File: src/rtl/mips_cpu_muldiv_pkg.sv
// rtl/mips_cpu_muldiv_pkg.sv - funct codes, FSM state type and decode helpers for the HI/LO issue controller
package mips_cpu_muldiv_pkg;

   localparam logic [5:0] FN_NOP   = 6'b000000;
   localparam logic [5:0] FN_MFHI  = 6'b010000;
   localparam logic [5:0] FN_MTHI  = 6'b010001;
   localparam logic [5:0] FN_MFLO  = 6'b010010;
   localparam logic [5:0] FN_MTLO  = 6'b010011;
   localparam logic [5:0] FN_MULT  = 6'b011000;
   localparam logic [5:0] FN_MULTU = 6'b011001;
   localparam logic [5:0] FN_DIV   = 6'b011010;
   localparam logic [5:0] FN_DIVU  = 6'b011011;

   typedef enum logic [1:0] {
      IDLE  = 2'd0,
      ISSUE = 2'd1,
      WAIT  = 2'd2,
      READ  = 2'd3
   } state_e;

   function automatic logic is_hilo_funct(input logic [5:0] f);
      return f inside {FN_MFHI, FN_MTHI, FN_MFLO, FN_MTLO,
                       FN_MULT, FN_MULTU, FN_DIV, FN_DIVU};
   endfunction

   function automatic logic is_mf_funct(input logic [5:0] f);
      return (f == FN_MFHI) || (f == FN_MFLO);
   endfunction

endpackage

File: src/rtl/mips_cpu_muldiv_if.sv
// rtl/mips_cpu_muldiv_if.sv - decode/writeback and HI/LO unit signals of the muldiv controller
// MIPS_MULDIV_DIV0_TRAP_EN adds the div0 pulse.
interface mips_cpu_muldiv_if;
   logic        op_valid;
   logic [5:0]  funct;
   logic [31:0] rs_val;
   logic [31:0] rt_val;
   logic        stall;
   logic        mf_valid;
   logic [31:0] mf_data;
   logic        err;
   logic [5:0]  hl_opcode;
   logic [31:0] hl_a;
   logic [31:0] hl_b;
   logic        hl_valid_in;
   logic        hl_valid_out;
   logic [31:0] hl_hi;
   logic [31:0] hl_lo;
`ifdef MIPS_MULDIV_DIV0_TRAP_EN
   logic        div0;
`endif

   modport slave (
      input  op_valid, funct, rs_val, rt_val, hl_valid_out, hl_hi, hl_lo,
      output stall, mf_valid, mf_data, err, hl_opcode, hl_a, hl_b, hl_valid_in
`ifdef MIPS_MULDIV_DIV0_TRAP_EN
      , output div0
`endif
   );

   modport master (
      output op_valid, funct, rs_val, rt_val, hl_valid_out, hl_hi, hl_lo,
      input  stall, mf_valid, mf_data, err, hl_opcode, hl_a, hl_b, hl_valid_in
`ifdef MIPS_MULDIV_DIV0_TRAP_EN
      , input div0
`endif
   );

endinterface

File: src/rtl/mips_cpu_muldiv_timer.sv
// rtl/mips_cpu_muldiv_timer.sv - 8-bit saturating wait counter with fixed-latency and divide-timeout compares
module mips_cpu_muldiv_timer #(
   parameter int FIXED_LAT   = 2,
   parameter int DIV_TIMEOUT = 40
) (
   input  logic i_clk,
   input  logic i_rst_n,
   input  logic i_clr,
   input  logic i_en,
   output logic o_lat_hit,
   output logic o_timeout
);
   localparam logic [7:0] LAT_CMP = FIXED_LAT[7:0];
   localparam logic [7:0] TMO_CMP = DIV_TIMEOUT[7:0];

   logic [7:0] r_cnt;

   always_ff @(posedge i_clk or negedge i_rst_n) begin
      if (!i_rst_n) begin
         r_cnt <= 8'd0;
      end else if (i_clr) begin
         r_cnt <= 8'd0;
      end else if (i_en && (r_cnt != 8'hFF)) begin
         r_cnt <= r_cnt + 8'd1;
      end
   end

   assign o_lat_hit = (r_cnt >= LAT_CMP);
   assign o_timeout = (r_cnt >= TMO_CMP);

endmodule

File: src/rtl/mips_cpu_muldiv_ctrl.sv
// rtl/mips_cpu_muldiv_ctrl.sv - issue/stall controller in front of the HI/LO multiply/divide unit
// MIPS_MULDIV_DIV0_TRAP_EN: divide by zero is accepted without issue and flagged on div0.
module mips_cpu_muldiv_ctrl
   import mips_cpu_muldiv_pkg::*;
#(
   parameter int FIXED_LAT   = 2,
   parameter int DIV_TIMEOUT = 40
) (
   input  logic             i_clk,
   input  logic             i_rst_n,
   mips_cpu_muldiv_if.slave bus
);

   state_e      r_state;
   state_e      w_next_state;
   logic [5:0]  r_opcode;
   logic [31:0] r_a;
   logic [31:0] r_b;
   logic [31:0] r_mf_data;
   logic        r_err;

   logic w_take;
   logic w_trap;
   logic w_accept_mf;
   logic w_accept_op;
   logic w_is_div;
   logic w_lat_hit;
   logic w_timeout_hit;
   logic w_wait_exit;
   logic w_div_abort;
   logic w_timer_clr;
   logic w_timer_en;

   assign w_take = (r_state == IDLE) && bus.op_valid && is_hilo_funct(bus.funct);

`ifdef MIPS_MULDIV_DIV0_TRAP_EN
   assign w_trap = w_take && ((bus.funct == FN_DIV) || (bus.funct == FN_DIVU))
                   && (bus.rt_val == 32'd0);
`else
   assign w_trap = 1'b0;
`endif

   assign w_accept_mf = w_take && is_mf_funct(bus.funct);
   assign w_accept_op = w_take && !is_mf_funct(bus.funct) && !w_trap;

   // Only signed DIV has a data-dependent latency; DIVU runs on the fixed timer.
   assign w_is_div    = (r_opcode == FN_DIV);
   assign w_wait_exit = w_is_div ? (bus.hl_valid_out || w_timeout_hit) : w_lat_hit;
   assign w_div_abort = (r_state == WAIT) && w_is_div && !bus.hl_valid_out && w_timeout_hit;

   mips_cpu_muldiv_timer #(
      .FIXED_LAT   (FIXED_LAT),
      .DIV_TIMEOUT (DIV_TIMEOUT)
   ) u_timer (
      .i_clk     (i_clk),
      .i_rst_n   (i_rst_n),
      .i_clr     (w_timer_clr),
      .i_en      (w_timer_en),
      .o_lat_hit (w_lat_hit),
      .o_timeout (w_timeout_hit)
   );

   always_ff @(posedge i_clk or negedge i_rst_n) begin
      if (!i_rst_n) begin
         r_state <= IDLE;
      end else begin
         r_state <= w_next_state;
      end
   end

   always_comb begin
      w_next_state = r_state;
      case (r_state)
         IDLE: begin
            if (w_accept_mf) begin
               w_next_state = READ;
            end else if (w_accept_op) begin
               w_next_state = ISSUE;
            end
         end
         ISSUE:   w_next_state = WAIT;
         WAIT:    if (w_wait_exit) w_next_state = IDLE;
         READ:    w_next_state = IDLE;
         default: w_next_state = IDLE;
      endcase
   end

   always_comb begin
      bus.stall       = bus.op_valid && (r_state != IDLE);
      bus.hl_valid_in = (r_state == ISSUE);
      bus.mf_valid    = (r_state == READ);
      w_timer_clr     = (r_state == ISSUE);
      w_timer_en      = (r_state == WAIT);
   end

   // Opcode and operands stay frozen from acceptance until WAIT exits.
   always_ff @(posedge i_clk or negedge i_rst_n) begin
      if (!i_rst_n) begin
         r_opcode  <= FN_NOP;
         r_a       <= 32'd0;
         r_b       <= 32'd0;
         r_mf_data <= 32'd0;
         r_err     <= 1'b0;
      end else begin
         if (w_accept_op) begin
            r_opcode <= bus.funct;
            r_a      <= bus.rs_val;
            r_b      <= bus.rt_val;
         end else if ((r_state == WAIT) && w_wait_exit) begin
            r_opcode <= FN_NOP;
         end
         if (w_accept_mf) begin
            r_mf_data <= (bus.funct == FN_MFHI) ? bus.hl_hi : bus.hl_lo;
         end
         if (w_div_abort) begin
            r_err <= 1'b1;
         end
      end
   end

`ifdef MIPS_MULDIV_DIV0_TRAP_EN
   logic r_div0;

   always_ff @(posedge i_clk or negedge i_rst_n) begin
      if (!i_rst_n) begin
         r_div0 <= 1'b0;
      end else begin
         r_div0 <= w_trap;
      end
   end

   assign bus.div0 = r_div0;
`endif

   assign bus.hl_opcode = r_opcode;
   assign bus.hl_a      = r_a;
   assign bus.hl_b      = r_b;
   assign bus.mf_data   = r_mf_data;
   assign bus.err       = r_err;

endmodule

File: src/flat_wrapper.sv
// flat-port wrapper written by rule: the top's interface ports become plain ports
module mips_cpu_muldiv_ctrl_flat import mips_cpu_muldiv_pkg::*;
#(
   parameter int FIXED_LAT   = 2,
   parameter int DIV_TIMEOUT = 40
)
  (i_clk, i_rst_n, bus_op_valid, bus_funct, bus_rs_val, bus_rt_val, bus_hl_valid_out, bus_hl_hi, bus_hl_lo, bus_stall, bus_mf_valid, bus_mf_data, bus_err, bus_hl_opcode, bus_hl_a, bus_hl_b, bus_hl_valid_in);
  mips_cpu_muldiv_if bus_i ();
  input  logic i_clk;
  input  logic i_rst_n;
  input wire logic [$bits(bus_i.op_valid)-1:0] bus_op_valid;
  input wire logic [$bits(bus_i.funct)-1:0] bus_funct;
  input wire logic [$bits(bus_i.rs_val)-1:0] bus_rs_val;
  input wire logic [$bits(bus_i.rt_val)-1:0] bus_rt_val;
  input wire logic [$bits(bus_i.hl_valid_out)-1:0] bus_hl_valid_out;
  input wire logic [$bits(bus_i.hl_hi)-1:0] bus_hl_hi;
  input wire logic [$bits(bus_i.hl_lo)-1:0] bus_hl_lo;
  output wire logic [$bits(bus_i.stall)-1:0] bus_stall;
  output wire logic [$bits(bus_i.mf_valid)-1:0] bus_mf_valid;
  output wire logic [$bits(bus_i.mf_data)-1:0] bus_mf_data;
  output wire logic [$bits(bus_i.err)-1:0] bus_err;
  output wire logic [$bits(bus_i.hl_opcode)-1:0] bus_hl_opcode;
  output wire logic [$bits(bus_i.hl_a)-1:0] bus_hl_a;
  output wire logic [$bits(bus_i.hl_b)-1:0] bus_hl_b;
  output wire logic [$bits(bus_i.hl_valid_in)-1:0] bus_hl_valid_in;
  assign bus_i.op_valid = bus_op_valid;
  assign bus_i.funct = bus_funct;
  assign bus_i.rs_val = bus_rs_val;
  assign bus_i.rt_val = bus_rt_val;
  assign bus_i.hl_valid_out = bus_hl_valid_out;
  assign bus_i.hl_hi = bus_hl_hi;
  assign bus_i.hl_lo = bus_hl_lo;
  assign bus_stall = bus_i.stall;
  assign bus_mf_valid = bus_i.mf_valid;
  assign bus_mf_data = bus_i.mf_data;
  assign bus_err = bus_i.err;
  assign bus_hl_opcode = bus_i.hl_opcode;
  assign bus_hl_a = bus_i.hl_a;
  assign bus_hl_b = bus_i.hl_b;
  assign bus_hl_valid_in = bus_i.hl_valid_in;
  mips_cpu_muldiv_ctrl #(.FIXED_LAT(FIXED_LAT), .DIV_TIMEOUT(DIV_TIMEOUT)) u_core (.i_clk(i_clk), .i_rst_n(i_rst_n), .bus(bus_i));
endmodule
File: config.mk
export PLATFORM = sky130hd
export DESIGN_NAME = mips_cpu_muldiv_ctrl_flat
export DESIGN_NICKNAME = d
export VERILOG_FILES = /design/src/rtl/mips_cpu_muldiv_pkg.sv /design/src/rtl/mips_cpu_muldiv_if.sv /design/src/rtl/mips_cpu_muldiv_timer.sv /design/src/rtl/mips_cpu_muldiv_ctrl.sv /design/src/flat_wrapper.sv
export SDC_FILE = /design/constraint.sdc
export NUM_CORES = 1
export LEC_CHECK = 0
export ABC_AREA = 1
export BUFFER_PORTS_ARGS = -buffer_cell sky130_fd_sc_hd__buf_2
export CORE_ASPECT_RATIO = 1.25
export CORE_MARGIN = 2
export CORE_UTILIZATION = 44
export CTS_BUF_LIST = sky130_fd_sc_hd__clkbuf_4 sky130_fd_sc_hd__clkbuf_8 sky130_fd_sc_hd__clkbuf_16
export DETAILED_ROUTE_END_ITERATION = 8
export GPL_ROUTABILITY_DRIVEN = 0
export MAX_ROUTING_LAYER = met4
export PLACE_DENSITY_LB_ADDON = 0.05
export SKIP_LAST_GASP = 1
export SLEW_MARGIN = 15
export SYNTH_ARGS = -nofsm -noshare
export SYNTH_HDL_FRONTEND = slang
export SYNTH_SLANG_ARGS = --single-unit
File: constraint.sdc
create_clock -name i_clk -period 1.85 [get_ports i_clk]
set_input_delay 0.2775 -clock i_clk [delete_from_list [all_inputs] [get_ports i_clk]]
set_output_delay 0.2775 -clock i_clk [all_outputs]
set_load 0.02 [all_outputs]
==> results of run 1 <==
power groups by stage:
stage / sequential (W) / clock [W] / combinational, W
after floorplan: 0.00437 / 0 / 0.000789
after global placement: 0.00358 / 0 / 0.00267
final: 0.00358 / 0.00358 / 0.00268
after global routing: 0.00366 / 0.00376 / 0.00296
after detailed placement: 0.00359 / 0 / 0.00273
after CTS: 0.00358 / 0.00364 / 0.00273
synth_stat cells (2+ instances only):
cell type	count	share of area [%]
inv_1	29	2.2
nand3_1	14	1.4
o211ai_1	20	3.1
o21ai_0	30	3.1
inv_2	2	0.15
or2_2	20	2.5
buf_2	10	1.0
nor2_1	32	2.4
clkbuf_1	11	0.84
buf_6	7	1.6
nand2_1	288	22
dfrtp_1	113	57
ha_1	2	0.51
sequential cells by signal, summed over array words and instances, names as in the netlist:
name,count
u_core.bus.mf_data,32
u_core.u_timer.r_cnt,8
u_core.r_state,2
u_core.bus.hl_a,32
u_core.bus.hl_opcode,6
u_core.bus.hl_b,32
u_core.bus.err,1
final cells by class:
cell class | count | area [um^2]
fillers | 958 | 4005
well taps | 135 | 168.9
repair buffers | 258 | 1396
multi-input cells | 417 | 1805
inverters | 31 | 116.4
clock inverters | 10 | 181.4
flip-flops and latches | 113 | 2828
clock buffers | 21 | 474.2
logic make-up (layout without fill, tap and decap cells):
| family | after synthesis | count (layout) | share of synthesized area (%) |
|---|---|---|---|
| AND/OR/NAND/NOR | 361 | 361 | 29.53 |
| buffers and inverters | 59 | 320 | 5.824 |
| flip-flops | 113 | 113 | 57.48 |
| XOR/XNOR | 1 | 1 | 0.1781 |
| AO/OA/AOI/OAI | 53 | 53 | 6.485 |
| adder cells (fa/ha/maj) | 2 | 2 | 0.5086 |
what timing repair did:
| item | 4_1_cts | 5_1_grt |
|---|---|---|
| hold endpoints to repair | 28 | 0 |
| resized for setup | 0 | 0 |
| buffers inserted | 0 | 0 |
| hold buffers | 1 | 0 |
worst max-delay path by stage:
stage / startpoint / end / slack (ns)
final: u_core.r_state[1] / u_core.bus.hl_b[30] / 0.21
after global routing: u_core.r_state[1] / u_core.bus.hl_a[6] / 0.03
after CTS: u_core.r_state[1] / u_core.bus.hl_b[30] / 0.19
after detailed placement: u_core.r_state[1] / u_core.bus.hl_b[30] / 0.20
after global placement: u_core.r_state[1] / u_core.bus.hl_a[7] / 0.28
after floorplan: u_core.u_timer.r_cnt[0] / u_core.u_timer.r_cnt[0] / 0.46
placed cells by master, fill, tap and decap left out, drive strengths merged, types with 2 or more instances in the layout:
| master | instances |
|---|---|
| inv | 31 |
| bufinv | 5 |
| clkbuf | 21 |
| o21ai | 31 |
| or2 | 20 |
| o211ai | 20 |
| nor3 | 2 |
| nand2 | 289 |
| nand3 | 15 |
| ha | 2 |
| dfrtp | 113 |
| buf | 257 |
| clkinv | 4 |
| nor2 | 33 |
metrics by stage:
step	setup WS (ns)	area [um^2]	hold slack, ns	utilization, %
floorplan	0.4616	4920	-0.01809	-
global placement	0.2803	6305	0.2344	57.44
detailed placement	0.2012	6305	0.2401	57.44
CTS	0.1934	6970	0.04025	63.51
global route	0.03406	6970	0.05742	63.51
finish	0.2135	6970	0.06300	63.51
per-layer routing:
metal	routed length, um	share of wire, %	vias to the layer above	track usage (%)
met5	0	0	-	-
met1	5405	41	2165	26.27
li1	-	-	2324	-
met4	128	0.96	0	6.935
met3	871	6.6	14	6.720
met2	6882	52	177	38.78
critical path, cell delays in order, from the launching register on:
cell	delay [ns]
dfrtp_1	0.41
nor3_2	0.20
nand3_2	0.12
inv_2	0.10
nand2_2	0.17
inv_2	0.14
buf_4	0.27
nand2_1	0.10
nand2_1	0.07
==> results.yml, run 1 <==
pwr:
  ir_drop_uv: 903.3
  clockPowerShare_pct: 36.4
  p_switching_w: 0.003236
  comb_power_share_pct: 27.3
  p_int_w: 0.006604
  p_seq_share_pct: 36.4
  power_leakage_nw: 4.068
  power_w: 0.009840
  netSwitchingFraction_pct: 32.89
  powerDensity_mw_per_mm2: 1412
synthesis:
  syn_area_per_cell_um2: 8.353
  synth_edf_count: 0
  seq_area_frac_synth_pct: 57.48
  syn-num-nets: 729
  synth_warnings: 0
  synth_cells: 589
  netlist_area_mm2: 0.004920
  ys_ff_latch: 113
  synth_cell_types: 24
  async_flop_share_pct: 100.0
  synth_ff_type: "dfrtp_1"
placement:
  place_inst: 953
  io_buffers: 243
  dp_hpwl_um: 9888
global_routing:
  grt_max_degree: 60
  grt_pass1_wl_um: 21110
  antenna_found_initial: 0
  first_global_vias: 4561
  track_usage_pct: 22.80
  grt_overflow_total: 0
sta:
  rsz0062_at_grt: "false"
  fin_crit_sh_pct: 88.46
  relSlewSlack_pct: 72.32
  fin_skew_ns: 0.007399
  max_freq_ghz: 0.6111
  setup_viol: 0
  fin_crit_ns: 1.636
  report.final.slew_viol_count: 0
  worstMarginPinSlew_ns: 0.4151
  finalHoldViolations: 0
  fin_setup_tns_ns: 0
floorplan:
  die_h_um: 122.2
  die-area_mm2: 0.01205
  fp-row-count: 43
  start_util_pct: 44.82
  io_pins: 244
  die_w_um: 98.58
  core_area_mm2: 0.01098
worst_setup_path:
  required_ns: 2.19
  criticalPathCategory: "register to register"
  regToRegSetupSlack_ns: 0.21
  critPathCaptureType: "register"
  critPathLaunchType: "register"
  reg2reg_from: "u_core.r_state[1]"
  reg2reg_depth: 8
  critPathMaxFanout: 25
  worstPathArrival_ns: 1.98
  crit-reg2reg-capture: "u_core.bus.hl_b[30]"
detailed_routing:
  drt-total-wl_um: 13290
  vias: 4680
  vias_per_cell: 4.751
  wl_per_cell_um: 13.49
  antenna_left: 0
  firstDrtPassIters: 4
  drt_iter0_markers: 210
  drcViolationCount: 0
layout:
  syn2layout_area_growth_pct: 41.68
  drive_above_1_share_pct: 37.06
  final_cell_count_no_fill: 985
  n_antenna_cell: 0
  final_nets: 978
clock_tree:
  cts_tree: "done"
  cts-buffers-inserted: 17
  htree_levels: 4
  cts.reportedPaths.clkPinSlew_ns: 0.05
  clock_sinks: 113
  clock_path_buffers: 2
  cts_root_buffer: "clkbuf_16"
  clk_latency_ns: 0.40
min_path:
  min_from: "bus_rt_val[1]"
  holdPathEnd: "u_core.bus.hl_b[1]"
  worstHoldPathCells: 3
  hold_path_class: "input port to register"
outcome:
  status: "complete, no violations"
flow_run:
  drv_cap: 0
(Power assumes the default switching activity.)
==> run 2, diff against run 1 <==
==> constraint.sdc (replaced) <==
create_clock -name i_clk -period 1.9 [get_ports i_clk]
set_input_delay 0.285 -clock i_clk [delete_from_list [all_inputs] [get_ports i_clk]]
set_output_delay 0.285 -clock i_clk [all_outputs]
set_load 0.02 [all_outputs]
==> run 2 against run 1 <==
- power decreased by 4.0%
- via count increased by 0.56%
- cell area decreased by 0.50%
- critical path depth decreased by 5
- non-clock buffer count unchanged
- critical endpoint is now bus_hl_valid_in
==> results.yml, run 2 (same netlist as run 1, synthesis figures left out) <==
outcome:
  status: "complete, no violations"
sta:
  setup_viol: 0
  fin_crit_ns: 1.611
  max_freq_ghz: 0.6209
  worstMarginPinSlew_ns: 0.3245
  finalHoldViolations: 0
  rsz0062_at_grt: "false"
  fin_skew_ns: 0.01065
  layout_setup_ws_ns: 0.2894
  report.final.slew_viol_count: 0
  fin_crit_sh_pct: 84.77
  fin_setup_tns_ns: 0
  relSlewSlack_pct: 78.36
global_routing:
  track_usage_pct: 23.35
  grt_max_degree: 61
  gr-usage-met3_pct: 5.467
  use_met2_pct: 37.50
  grt_overflow_total: 0
  first_global_vias: 4750
  grt_pass1_wl_um: 21780
  antenna_found_initial: 0
  gr-max-usage-layer: "met2"
  use_met1_pct: 28.45
worst_setup_path:
  worstPathArrival_ns: 1.33
  required_ns: 1.62
  max_stage_delay_ns: 0.39
  critPathMaxFanout: 4
  crit_path_top_delay_cell: "dfrtp_1"
  critPathCaptureType: "output pin"
  criticalPathCategory: "register to output pin"
  critPathLaunchType: "register"
  cp_cell_sequence: "inv_1 -> nor2_1 -> buf_2"
layout:
  final_cell_count_no_fill: 986
  n_antenna_cell: 0
  final_nets: 978
  final_common_cell: "nand2_1"
  syn2layout_area_growth_pct: 40.97
  drive_above_1_share_pct: 37.13
  layout_common_cells: "nand2_1, buf_2, dfrtp_1"
clock_tree:
  ctsResizeCount: 0
  cts_root_buffer: "clkbuf_16"
  clock_path_buffers: 2
  cts_tree: "done"
  clk_latency_ns: 0.40
  cts-buffers-inserted: 17
  cts.reportedPaths.clkPinSlew_ns: 0.05
  postCtsSetupBuffers: 0
  htree_levels: 4
  cts-hold-fix-buffers: 1
  clock_sinks: 113
pwr:
  powerDensity_mw_per_mm2: 1362
  power_leakage_nw: 4.063
  ir_drop_uv: 791.2
placement:
  place_inst: 953
  dp_hpwl_um: 9741
  dp_slack_ns: 0.3285
  io_buffers: 243
detailed_routing:
  drt_iter0_markers: 174
  drcViolationCount: 0
  wl_per_cell_um: 13.46
  drt-total-wl_um: 13270
  vias_per_cell: 4.773
  vias: 4706
  antenna_left: 0
  firstDrtPassIters: 4
min_path:
  hold_path_class: "input port to register"
floorplan:
  die_h_um: 122.2
  io_pins: 244
  start_util_pct: 44.82
  die-area_mm2: 0.01205
  core_area_mm2: 0.01098
  fp-row-count: 43
  die_w_um: 98.58
flow_run:
  drv_cap: 0
-- run 2: critical path, delay by kind of cell (launching register included) --
kind                   cells  cell delay [ns]
flip-flops                 1             0.39
AND/OR/NAND/NOR            1             0.24
buffers and inverters      2             0.30
-- run 2: final timing paths --
path,start,end,slack (ns),cells past startpoint
worst max-delay path,u_core.r_state[0],bus_hl_valid_in,0.29,3
worst min-delay path,bus_rt_val[25],u_core.bus.hl_b[25],0.08,3
worst max register to register,u_core.r_state[1],u_core.bus.hl_b[20],0.39,8
worst min register to register,u_core.bus.hl_b[21],u_core.bus.hl_b[21],0.47,2
max in group asynchronous,i_rst_n,u_core.bus.hl_b[20],1.18,3
min in group asynchronous,i_rst_n,u_core.bus.err,0.43,3
-- run 2: where the power goes --
part	internal (W)	leakage, nW	switching (W)
logic	0.000920	2.28	0.00168
clock network	0.00230	0.320	0.00105
registers	0.00308	1.46	0.000415
-- run 2: metrics by stage --
stage               power (W)  util (%)  hold slack (ns)  instance area, um^2
floorplan            0.005028         -         -0.01059                 4920
global route         0.009982     63.19          0.06210                 6935
finish               0.009447     63.19          0.07565                 6935
global placement     0.006095     57.33           0.3179                 6292
CTS                  0.009562     63.19          0.05684                 6935
detailed placement   0.006143     57.33           0.3201                 6292
-- run 2: area by class of cell --
class	count	area [um^2]
Clock buffer	21	474.2
Clock inverter	11	158.9
Fill cell	1003	4040
Inverter	31	116.4
Multi-Input combinational cell	417	1805
Sequential cell	113	2828
Tap cell	135	168.9
Timing Repair Buffer	258	1384
-- run 2: metal layers --
layer / vias up / share of wire (%)
li1: 2324 / -
met1: 2153 / 41
met2: 203 / 49
met3: 26 / 7.0
met4: 0 / 2.3
met5: - / 0
